**config.mk**
```make
export PLATFORM = sky130hd
export DESIGN_NAME = tick_debouncer
export DESIGN_NICKNAME = d
export VERILOG_FILES = /design/src/rtl/tick_debouncer_pkg.sv /design/src/rtl/sync_2ff.sv /design/src/rtl/tick_debouncer.sv
export SDC_FILE = /design/constraint.sdc
export NUM_CORES = 1
export LEC_CHECK = 0
export CAP_MARGIN = 10
export CORE_MARGIN = 4
export CORE_UTILIZATION = 40
export DETAILED_ROUTE_END_ITERATION = 6
export MAX_ROUTING_LAYER = met4
export PLACE_DENSITY = 0.57
export SYNTH_ARGS = -nofsm -noshare
export SYNTH_HDL_FRONTEND = slang
export SYNTH_SLANG_ARGS = --single-unit
```
**constraint.sdc**
```tcl
create_clock -name clk -period 1.8 [get_ports clk]
set_input_delay 0.27 -clock clk [delete_from_list [all_inputs] [get_ports clk]]
set_output_delay 0.27 -clock clk [all_outputs]
set_load 0.02 [all_outputs]
```
**src/rtl/tick_debouncer_pkg.sv**
```systemverilog
// Shared constants for the tick-driven debouncer and the binary counter family
// that supplies its sampling tick.
package tick_debouncer_pkg;

    localparam int CTR_W   = 8;
    localparam int CTR_MAX = (1 << CTR_W) - 1;

    localparam int DEF_STABLE_TICKS = 3;
    localparam int DEF_CNT_W        = 8;

    typedef enum logic [1:0] {
        ST_LOW       = 2'd0,
        ST_WAIT_HIGH = 2'd1,
        ST_HIGH      = 2'd2,
        ST_WAIT_LOW  = 2'd3
    } db_state_e;

endpackage

```
**src/rtl/sync_2ff.sv**
```systemverilog
// Two-flop synchronizer for a single asynchronous level; both stages clear on reset.
module sync_2ff (
    input  logic clk,
    input  logic reset_n,
    input  logic d,
    output logic q
);

    logic meta_q, meta_d;
    logic sync_q, sync_d;

    always_comb begin
        meta_d = d;
        sync_d = meta_q;
    end

    always_ff @(posedge clk) begin
        if (!reset_n) begin
            meta_q <= 1'b0;
            sync_q <= 1'b0;
        end else begin
            meta_q <= meta_d;
            sync_q <= sync_d;
        end
    end

    assign q = sync_q;

endmodule

```
**src/rtl/tick_debouncer.sv**
```systemverilog
// Debounces a raw switch level: a new level is accepted only after it persists
// for STABLE_TICKS sampling ticks; emits registered rise/fall pulses on acceptance.
module tick_debouncer
    import tick_debouncer_pkg::*;
#(
    parameter int STABLE_TICKS = DEF_STABLE_TICKS,
    parameter int CNT_W        = DEF_CNT_W
) (
    input  logic clk,
    input  logic reset_n,
    input  logic tick,
    input  logic sw,
    output logic db_level,
    output logic db_rise,
    output logic db_fall
);

    localparam logic [CNT_W-1:0] STABLE_CNT = CNT_W'(STABLE_TICKS);

    logic             sw_s;
    db_state_e        state_q, state_d;
    logic [CNT_W-1:0] cnt_q, cnt_d, cnt_inc;
    logic             db_level_q, db_level_d;
    logic             db_rise_q, db_rise_d;
    logic             db_fall_q, db_fall_d;

    sync_2ff u_sync (
        .clk     (clk),
        .reset_n (reset_n),
        .d       (sw),
        .q       (sw_s)
    );

    always_ff @(posedge clk) begin
        if (!reset_n) begin
            state_q    <= ST_LOW;
            cnt_q      <= '0;
            db_level_q <= 1'b0;
            db_rise_q  <= 1'b0;
            db_fall_q  <= 1'b0;
        end else begin
            state_q    <= state_d;
            cnt_q      <= cnt_d;
            db_level_q <= db_level_d;
            db_rise_q  <= db_rise_d;
            db_fall_q  <= db_fall_d;
        end
    end

    // Abort is checked before tick so a colliding tick is never counted.
    always_comb begin
        state_d = state_q;
        cnt_d   = '0;
        cnt_inc = cnt_q + CNT_W'(1);
        case (state_q)
            ST_LOW: begin
                if (sw_s) state_d = ST_WAIT_HIGH;
            end
            ST_WAIT_HIGH: begin
                if (!sw_s) begin
                    state_d = ST_LOW;
                end else if (tick) begin
                    if (cnt_inc == STABLE_CNT) state_d = ST_HIGH;
                    else                       cnt_d   = cnt_inc;
                end else begin
                    cnt_d = cnt_q;
                end
            end
            ST_HIGH: begin
                if (!sw_s) state_d = ST_WAIT_LOW;
            end
            ST_WAIT_LOW: begin
                if (sw_s) begin
                    state_d = ST_HIGH;
                end else if (tick) begin
                    if (cnt_inc == STABLE_CNT) state_d = ST_LOW;
                    else                       cnt_d   = cnt_inc;
                end else begin
                    cnt_d = cnt_q;
                end
            end
            default: state_d = ST_LOW;
        endcase
    end

    // Outputs derive from the next state so they register on the same edge as state_q.
    always_comb begin
        db_level_d = (state_d == ST_HIGH) || (state_d == ST_WAIT_LOW);
        db_rise_d  = (state_q == ST_WAIT_HIGH) && (state_d == ST_HIGH);
        db_fall_d  = (state_q == ST_WAIT_LOW)  && (state_d == ST_LOW);
    end

    assign db_level = db_level_q;
    assign db_rise  = db_rise_q;
    assign db_fall  = db_fall_q;

endmodule
```
==> results of run 1 <==
-- final timing paths --
path | start | to | slack [ns]
worst min-delay path | u_sync.meta_q$_SDFF_PN0_ | u_sync.q$_SDFF_PN0_ | 0.44
worst max register to register | cnt_q[1]$_SDFF_PN0_ | state_q[0]$_SDFF_PN0_ | 0.17
worst min register to register | u_sync.meta_q$_SDFF_PN0_ | u_sync.q$_SDFF_PN0_ | 0.44
worst max-delay path | cnt_q[1]$_SDFF_PN0_ | state_q[0]$_SDFF_PN0_ | 0.17
-- where the power goes --
part | internal, mW | total [mW] | switching (mW)
Sequential | 0.334 | 0.336 | 0.00178
Clock | 0.0860 | 0.193 | 0.107
Combinational | 0.0103 | 0.0188 | 0.00850
-- registers in the layout, summed over array words and instances (netlist names) --
name and cells:
cnt_q 8, state_q 2, db_fall 1, db_level 1, db_rise 1, u_sync.meta_q 1
u_sync.q 1
-- kinds of logic (layout without fill, tap and decap cells) --
logic type / count (synthesis) / count (layout) / share of synthesized area (%)
xor gates and xnor gates: 9 / 9 / 11.48
buffers and inverters: 6 / 19 / 4.991
AOI/OAI and AO/OA: 6 / 6 / 4.826
adders and majority gates: 2 / 2 / 3.327
muxes: 3 / 3 / 3.994
DFF: 15 / 15 / 39.93
and+or+nand+nor: 39 / 39 / 31.45
-- per-layer routing --
metal  global-route usage [%]  up-vias  wire length [µm]
li1                         -      299                 -
met1                    12.79      259               601
met2                    19.49        9               626
met3                    1.749        5                31
met4                    6.550        0                30
met5                        -        -                 0
-- worst max-delay path, cell delays in order (launching register included) --
cell	delay, ns
dfxtp_1	0.45
ha_4	0.19
and3_4	0.21
nand3_2	0.09
xor2_2	0.20
nand4_4	0.16
and3_2	0.23
-- layout by cell type, fill, tap and decap left out, drive strengths merged --
cell type / Yosys / final
xor2: 8 / 8
xnor2: 1 / 1
nand2: 9 / 9
nand3: 4 / 4
a31oi: 1 / 1
a21oi: 1 / 1
and4: 1 / 1
and4b: 1 / 1
inv: 4 / 4
dfxtp: 15 / 15
o32ai: 1 / 1
nand4: 4 / 4
clkdlybuf4s50: 0 / 6
mux2i: 3 / 3
and2: 3 / 3
ha: 2 / 2
nor4b: 1 / 1
nor4: 1 / 1
and3: 2 / 2
o22ai: 1 / 1
clkbuf: 0 / 4
o21ai: 2 / 2
nand2b: 1 / 1
nand3b: 1 / 1
or2: 1 / 1
buf: 2 / 5
nor2: 9 / 9
or3b: 1 / 1
-- metrics by stage --
step / hold slack [ns] / power, mW
floorplan: 0.3917 / 0.3528
global placement: 0.4269 / 0.3627
detailed placement: 0.4273 / 0.3628
CTS: 0.4500 / 0.5514
global route: 0.4666 / 0.5733
finish: 0.4426 / 0.5478
-- area by class of cell --
class                   instances  area share (%)
well taps                      25           3.429
repair buffers                 11           10.70
clock buffers                   4           2.881
inverters                       4           1.646
flip-flops and latches         15           33.20
multi-input cells              59           48.15
-- timing repair --
item / CTS / global route
buffers inserted: 0 / 0
setup endpoints to repair: 0 / 5
hold endpoints to repair: 0 / 0
gates resized for setup: 0 / 7
hold buffers: 0 / 0
==> flow_summary_export.csv, run 1 <==
group,metric,value,unit
worst_setup_path,end_kind,"flip-flop",
synth,synthArstFlopShare,0,%
floorplan,row_count,15,
synth,synth-edff-count,0,
place,port_buffers,6,
synth,synth.top_cell.area_share,39.93,%
global_routing,track_usage,11.51,%
floorplan,die_area,2638,µm²
final_layout,multi_input_area,439.2,µm²
drt,vias,572,
drt,drt_wl_total,1.290,mm
place,dp_slack,0.08038,ns
place,dpl_cell_area,858.3,µm²
synth,ys_seq_area_share,39.93,%
floorplan,die_w,51.36,µm
final_layout,area_delta_synth_final,21.30,%
synth,synth.most_common_cell,"dfxtp_1",
worst_setup_path,cp-start-kind,"flip-flop",
power_and_ir_drop,power_density,600.5,nW/µm²
synth,yosysWarnings,0,
timing,max_freq,614.7,MHz
clock_network,cts.clk_slew.worst_paths,0.09,ns
timing,finalMaxSlewViolations,0,
worst_setup_path,crit_required,1.98,ns
timing,period_share,90.38,%
floorplan,die_y,51.36,µm
synth,synth.avg_cell_area,9.400,µm²
drt,wl_per_cell,10.93,µm
global_routing,grt_pass1_vias,547,
synth,synthTopCellsByArea,"dfxtp_1, xor2_1, nand2_1",
floorplan,initial_core_util,43.08,%
clock_network,clk_latency,0.28,ns
final_layout,fin_cells,118,
synth,synthTopCellsByCount,"dfxtp_1, nand2_1, nor2_1",
timing,rsz0062_at_grt,"false",
timing,min_period,1.627,ns
synth,netlist_area,752.0,µm²
place,placed_cells,114,
global_routing,grt_max_degree,11,
worst_setup_path,r2r_cells,6,
timing,tns,0,ns
final_layout,nNetsFinal,100,
outcome,status,"finished, final reports clean",
synth,synth_cells,80,
timing,worst_pin_slew,0.2781,ns
drt,drtIter0Drc,6,
synth,yosysUniqueCellTypes,30,
final_layout,final_util,52.26,%
timing,hold_viol,0,
floorplan,pin_count,7,
clock_network,cts_root_buf,"clkbuf_4",
clock_network,clock-sinks,15,
synth,ys_ff_latch,15,
place,gp_congestion,0.7914,
worst_setup_path,crit_arrival,1.81,ns
place,post-dp-hpwl,944.9,µm
synth,syn_nets,86,
min_path,whs_path_depth,1,
floorplan,core_area,1745,µm²
run,cap_violations,0,
clock_network,cts_tree,"yes",
global_routing,grt_pass1_wl,2.242,mm
drt,via_per_inst,4.847,
timing,setup_ws,0.1731,ns
timing,slew_headroom,81.39,%
synth,synth_top_area_cell,"dfxtp_1",
drt,antenna_left,0,
drt,drc,0,
clock_network,numCtsBuffers,3,
final_layout,drive_above_1_share,22.58,%
worst_setup_path,worst-path-max-fanout,6,
clock_network,cts.path.max_buffers,2,
final_layout,finalInstanceArea,912.1,µm²
global_routing,antenna_found_initial,0,
final_layout,nFillCells,158,
final_layout,antennaDiodeCount,0,
timing,setup_viol,0,
worst_setup_path,path_class,"flip-flop to flip-flop",
power_and_ir_drop,irDropWorstVdd,489.2,µV
final_layout,register_area,302.8,µm²
timing,final.setup_skew,0.0008553,ns
synth,ys.flop_type,"dfxtp_1",
power_and_ir_drop,p_leak,0.3153,nW
drt,first_pass_iters,4,
global_routing,grt-ovfl-total,0,
min_path,min_path_type,"flip-flop to flip-flop",
clock_network,cts_max_level,1,
Power figures use the tool's default switching activity.
==> run 2, diff against run 1 <==
--- a/config.mk
+++ b/config.mk
@@ -6,7 +6,7 @@
 export NUM_CORES = 1
 export LEC_CHECK = 0
 export CAP_MARGIN = 10
-export CORE_MARGIN = 4
+export CORE_MARGIN = 5
 export CORE_UTILIZATION = 40
 export DETAILED_ROUTE_END_ITERATION = 6
 export MAX_ROUTING_LAYER = met4
==> flow_summary_export.csv, run 2 (same netlist as run 1, synthesis figures left out) <==
group,metric,value,unit
timing,max_freq,599.4,MHz
global_routing,grt_pass1_wl,2.270,mm
final_layout,final_common_cell,"dfxtp_1",
floorplan,core_area,1764,µm²
worst_setup_path,path_class,"flip-flop to flip-flop",
floorplan,pin_count,7,
run,cap_violations,0,
timing,final.setup_skew,0.003416,ns
final_layout,final_util,50.57,%
drt,drtIter0Drc,5,
drt,drc,0,
power_and_ir_drop,switchingPower,122.4,µW
worst_setup_path,slowest_delay,0.46,ns
power_and_ir_drop,p_leak,0.3113,nW
final_layout,area_delta_synth_final,18.64,%
timing,tns,0,ns
floorplan,row_count,15,
power_and_ir_drop,power.share.clock,35.4,%
clock_network,clock-sinks,15,
outcome,status,"finished, final reports clean",
power_and_ir_drop,swShare,22.28,%
worst_setup_path,end_kind,"flip-flop",
power_and_ir_drop,irDropWorstVdd,321.5,µV
clock_network,holdBufCountCts,0,
final_layout,nFillCells,189,
min_path,min_path_type,"flip-flop to flip-flop",
drt,vias,581,
clock_network,numCtsBuffers,3,
final_layout,largestRegisters,"cnt_q x8, state_q x2",
worst_setup_path,path_cells,"nand2_1 -> nor2_1 -> mux2i_1 -> nand4_4 -> and3_2",
final_layout,nNetsFinal,99,
global_routing,grt_pass1_vias,541,
global_routing,grt-ovfl-total,0,
final_layout,fin_cells,117,
final_layout,register_area,302.8,µm²
drt,drt_wl_total,1.287,mm
worst_setup_path,r2r_start,"cnt_q[3]$_SDFF_PN0_",
clock_network,cts_root_buf,"clkbuf_4",
place,post-dp-hpwl,975.3,µm
floorplan,die_y,53.36,µm
final_layout,top_register,"cnt_q",
timing,hold_viol,0,
timing,min_period,1.668,ns
min_path,hold_start,"u_sync.meta_q$_SDFF_PN0_",
timing,finalMaxSlewViolations,0,
worst_setup_path,worst-path-max-fanout,6,
worst_setup_path,worst_path_max_delay_cell,"dfxtp_1",
final_layout,multi_input_area,425.4,µm²
clock_network,clk_latency,0.28,ns
global_routing,track_usage,11.36,%
final_layout,layout_common_cells,"dfxtp_1, nand2_1, nor2_1, xor2_1, clkdlybuf4s50_1",
clock_network,cts.path.max_buffers,2,
place,port_buffers,6,
power_and_ir_drop,power_report.internal_total,426.9,µW
global_routing,grt_max_degree,11,
timing,worst_pin_slew,0.3065,ns
worst_setup_path,cp-start-kind,"flip-flop",
place,gp_congestion,0.7967,
global_routing,antenna_found_initial,0,
floorplan,initial_core_util,42.62,%
final_layout,largest_reg_flops,8,
clock_network,cts.clk_slew.worst_paths,0.09,ns
timing,rsz0062_at_grt,"false",
drt,first_pass_iters,4,
place,placed_cells,113,
drt,wl_per_cell,11.00,µm
worst_setup_path,cp-startpoint,"cnt_q[3]$_SDFF_PN0_",
timing,slew_headroom,78.98,%
clock_network,cts_max_level,1,
floorplan,die_area,2847,µm²
power_and_ir_drop,combPwrFrac,3.4,%
worst_setup_path,crit_arrival,1.85,ns
drt,antenna_left,0,
final_layout,antennaDiodeCount,0,
power_and_ir_drop,seqPwrFrac,61.2,%
final_layout,drive_above_1_share,21.74,%
floorplan,die_w,53.36,µm
clock_network,cts_tree,"yes",
timing,period_share,92.68,%
drt,via_per_inst,4.966,
timing,setup_viol,0,
power_and_ir_drop,power_density,615.7,nW/µm²
worst_setup_path,crit_required,1.99,ns
## run 2: changes by cell type in the layout (fill, tap and decap cells not counted), sizes merged
cell	change
clkbuf	-1
buf	-1
clkinv	+1
## run 2: metrics by stage
stage	hold slack [ns]	power, mW	setup WS, ns	area (µm²)
after floorplan	0.3917	0.3528	0.1898	752.0
after global placement	0.4355	0.3625	0.07503	850.8
after detailed placement	0.4348	0.3624	0.01141	850.8
after CTS	0.4571	0.5557	0.03097	880.8
after global routing	0.4686	0.5815	0.004664	892.1
final	0.4500	0.5493	0.1318	892.1
## run 2: area by class of cell
type / count / share of cell area [%]
flip-flops and latches: 15 / 33.94
clock inverters: 1 / 0.5610
inverters: 4 / 1.683
well taps: 25 / 3.506
clock buffers: 3 / 2.525
repair buffers: 10 / 10.10
multi-input cells: 59 / 47.69
## run 2: per-layer routing
metal  routed length, µm  up-vias  GRT usage [%]  share of wire (%)
met2                 586       13          16.53                 46
met5                   0        -              -                  0
met4                  34        0          5.106                2.6
met1                 612      267          14.36                 48
met3                  54        4          3.380                4.2
li1                    -      297              -                  -
## run 2: path summary, 6_finish.rpt
kind                            cells past startpoint  slack [ns]               endpoint
worst max register to register                      5        0.13  state_q[0]$_SDFF_PN0_
worst min register to register                      1        0.45    u_sync.q$_SDFF_PN0_
worst max-delay path                                5        0.13  state_q[0]$_SDFF_PN0_
worst min-delay path                                1        0.45    u_sync.q$_SDFF_PN0_
## run 2: power groups by stage
stage | Combinational (mW) | Sequential (mW) | Clock [mW]
2_1_floorplan | 0.00930 | 0.344 | 0
3_3_place_gp | 0.0185 | 0.344 | 0
3_5_place_dp | 0.0185 | 0.344 | 0
4_1_cts | 0.0186 | 0.336 | 0.201
5_1_grt | 0.0201 | 0.337 | 0.225
6_report | 0.0184 | 0.336 | 0.195
## run 2: what timing repair did
action / 4_1_cts / 5_1_grt
hold endpoints to repair: 0 / 0
endpoints found under the setup margin: 1 / 6
gates cloned: 0 / 0
buffers inserted: 0 / 0
gates resized for setup: 1 / 4
## run 2: critical path, delay by kind of cell, from the launching register on
kind | cells | cell delay (ns)
and+or+nand+nor | 4 | 0.75
DFF | 1 | 0.46
muxes | 1 | 0.36
==> run 3, diff against run 2 <==
--- a/config.mk
+++ b/config.mk
@@ -7,10 +7,10 @@
 export LEC_CHECK = 0
 export CAP_MARGIN = 10
 export CORE_MARGIN = 5
-export CORE_UTILIZATION = 40
+export CORE_UTILIZATION = 53
 export DETAILED_ROUTE_END_ITERATION = 6
 export MAX_ROUTING_LAYER = met4
-export PLACE_DENSITY = 0.57
+export PLACE_DENSITY = 0.73
 export SYNTH_ARGS = -nofsm -noshare
 export SYNTH_HDL_FRONTEND = slang
 export SYNTH_SLANG_ARGS = --single-unit
==> constraint.sdc (replaced) <==
create_clock -name clk -period 1.8 [get_ports clk]
set_input_delay 0.27 -clock clk [delete_from_list [all_inputs] [get_ports clk]]
set_output_delay 0.27 -clock clk [all_outputs]
set_load 0.05 [all_outputs]
==> flow_summary_export.csv, run 3 (same netlist as run 1, synthesis figures left out) <==
group,metric,value,unit
drt,drc,0,
clock_network,clk_latency,0.29,ns
worst_setup_path,worst-path-max-fanout,7,
drt,via_per_inst,5.500,
clock_network,cts_root_buf,"clkbuf_4",
power_and_ir_drop,total_power,547.6,µW
place,dp_slack,0.03217,ns
drt,drtIter0Drc,24,
global_routing,grt_pass1_vias,543,
worst_setup_path,path_class,"flip-flop to flip-flop",
final_layout,drive_above_1_share,23.08,%
final_layout,largestRegisters,"cnt_q x8, state_q x2",
place,placed_cells,102,
place,post-dp-hpwl,978.5,µm
timing,setup_viol,0,
drt,first_pass_iters,4,
worst_setup_path,end_kind,"flip-flop",
power_and_ir_drop,p_leak,0.3075,nW
timing,max_freq,581.7,MHz
clock_network,holdBufCountCts,0,
final_layout,area_delta_synth_final,16.64,%
drt,drt_wl_total,1.417,mm
worst_setup_path,cp-start-kind,"flip-flop",
global_routing,grt-ovfl-total,0,
final_layout,fin_cells,106,
run,cap_violations,0,
power_and_ir_drop,power_density,624.3,nW/µm²
final_layout,top_register,"cnt_q",
floorplan,pin_count,7,
timing,hold_viol,0,
timing,slew_headroom,66.35,%
global_routing,antenna_found_initial,0,
place,gp_congestion,0.7997,
clock_network,cts_tree,"yes",
clock_network,cts.clk_slew.worst_paths,0.09,ns
floorplan,die_y,47.67,µm
power_and_ir_drop,swShare,21.99,%
power_and_ir_drop,seqPwrFrac,61.4,%
timing,final.setup_skew,0.008348,ns
global_routing,grt_max_degree,10,
floorplan,core_area,1318,µm²
drt,vias,583,
power_and_ir_drop,switchingPower,120.4,µW
drt,antenna_left,0,
clock_network,cts_max_level,1,
final_layout,largest_reg_flops,8,
final_layout,antennaDiodeCount,0,
drt,wl_per_cell,13.37,µm
floorplan,die_area,2272,µm²
clock_network,clock-sinks,15,
clock_network,numCtsBuffers,3,
timing,setup_ws,0.08100,ns
floorplan,die_w,47.67,µm
timing,min_period,1.719,ns
power_and_ir_drop,irDropWorstVdd,482.3,µV
clock_network,cts_setup_buffers,0,
final_layout,nNetsFinal,98,
floorplan,initial_core_util,57.07,%
place,port_buffers,6,
final_layout,layout_common_cells,"dfxtp_1, nand2_1, nor2_1, xor2_1, clkdlybuf4s50_1",
floorplan,row_count,13,
timing,finalMaxSlewViolations,0,
min_path,min_path_type,"flip-flop to flip-flop",
power_and_ir_drop,power.share.clock,35.1,%
global_routing,grt_pass1_wl,2.346,mm
worst_setup_path,crit_arrival,1.90,ns
power_and_ir_drop,combPwrFrac,3.5,%
outcome,status,"finished, final reports clean",
power_and_ir_drop,power_report.internal_total,427.1,µW
worst_setup_path,crit_required,1.98,ns
timing,worst_pin_slew,0.5032,ns
global_routing,track_usage,16.26,%
final_layout,final_common_cell,"dfxtp_1",
timing,tns,0,ns
timing,period_share,95.50,%
clock_network,cts.path.max_buffers,2,
run 3: area by class of cell:
class	instances	area (µm²)
Clock buffer	3	22.52
Clock inverter	1	5.005
Fill cell	112	440.4
Inverter	4	15.01
Multi-Input combinational cell	59	429.2
Sequential cell	15	304.0
Tap cell	15	18.77
Timing Repair Buffer	9	82.58
run 3: path summary, 6_finish.rpt:
kind                                                from             endpoint  slack (ns)  cells after the start
worst max-delay path                 cnt_q[1]$_SDFF_PN0_   db_fall$_SDFF_PN0_        0.08                      6
worst min-delay path            u_sync.meta_q$_SDFF_PN0_  u_sync.q$_SDFF_PN0_        0.44                      1
worst max register to register       cnt_q[1]$_SDFF_PN0_   db_fall$_SDFF_PN0_        0.08                      6
worst min register to register  u_sync.meta_q$_SDFF_PN0_  u_sync.q$_SDFF_PN0_        0.44                      1
run 3: per-layer routing:
metal | track usage (%) | share of wire, % | vias to the layer above
met4 | 8.065 | 2.4 | 0
met5 | - | 0 | -
li1 | - | - | 299
met1 | 18.82 | 49 | 272
met2 | 23.26 | 45 | 7
met3 | 7.895 | 4.0 | 5
run 3: timing repair:
action / CTS / global route
gates resized for setup: 1 / 6
cloned: 0 / 0
setup endpoints to repair: 2 / 5
run 3: power groups by stage:
stage	clock network (mW)	logic, mW	registers, mW
2_1_floorplan	0	0.00930	0.344
3_3_place_gp	0	0.0183	0.344
3_5_place_dp	0	0.0189	0.344
4_1_cts	0.204	0.0189	0.336
5_1_grt	0.220	0.0212	0.337
6_report	0.192	0.0193	0.336
run 3: per-stage QoR:
step	instance area, µm²	hold slack, ns	util [%]
floorplan	752.0	0.3917	-
detailed placement	830.8	0.4248	63.06
CTS	860.8	0.4514	65.34
global route	877.1	0.4641	66.57
global placement	830.8	0.4250	63.06
finish	877.1	0.4436	66.57
run 3: critical path: stages (launching register included):
cell and delay [ns]:
dfxtp_2 0.40, ha_2 0.24, and3_4 0.22, nand3_2 0.10, xor2_2 0.20, nand4_4 0.16, nor4b_2 0.30
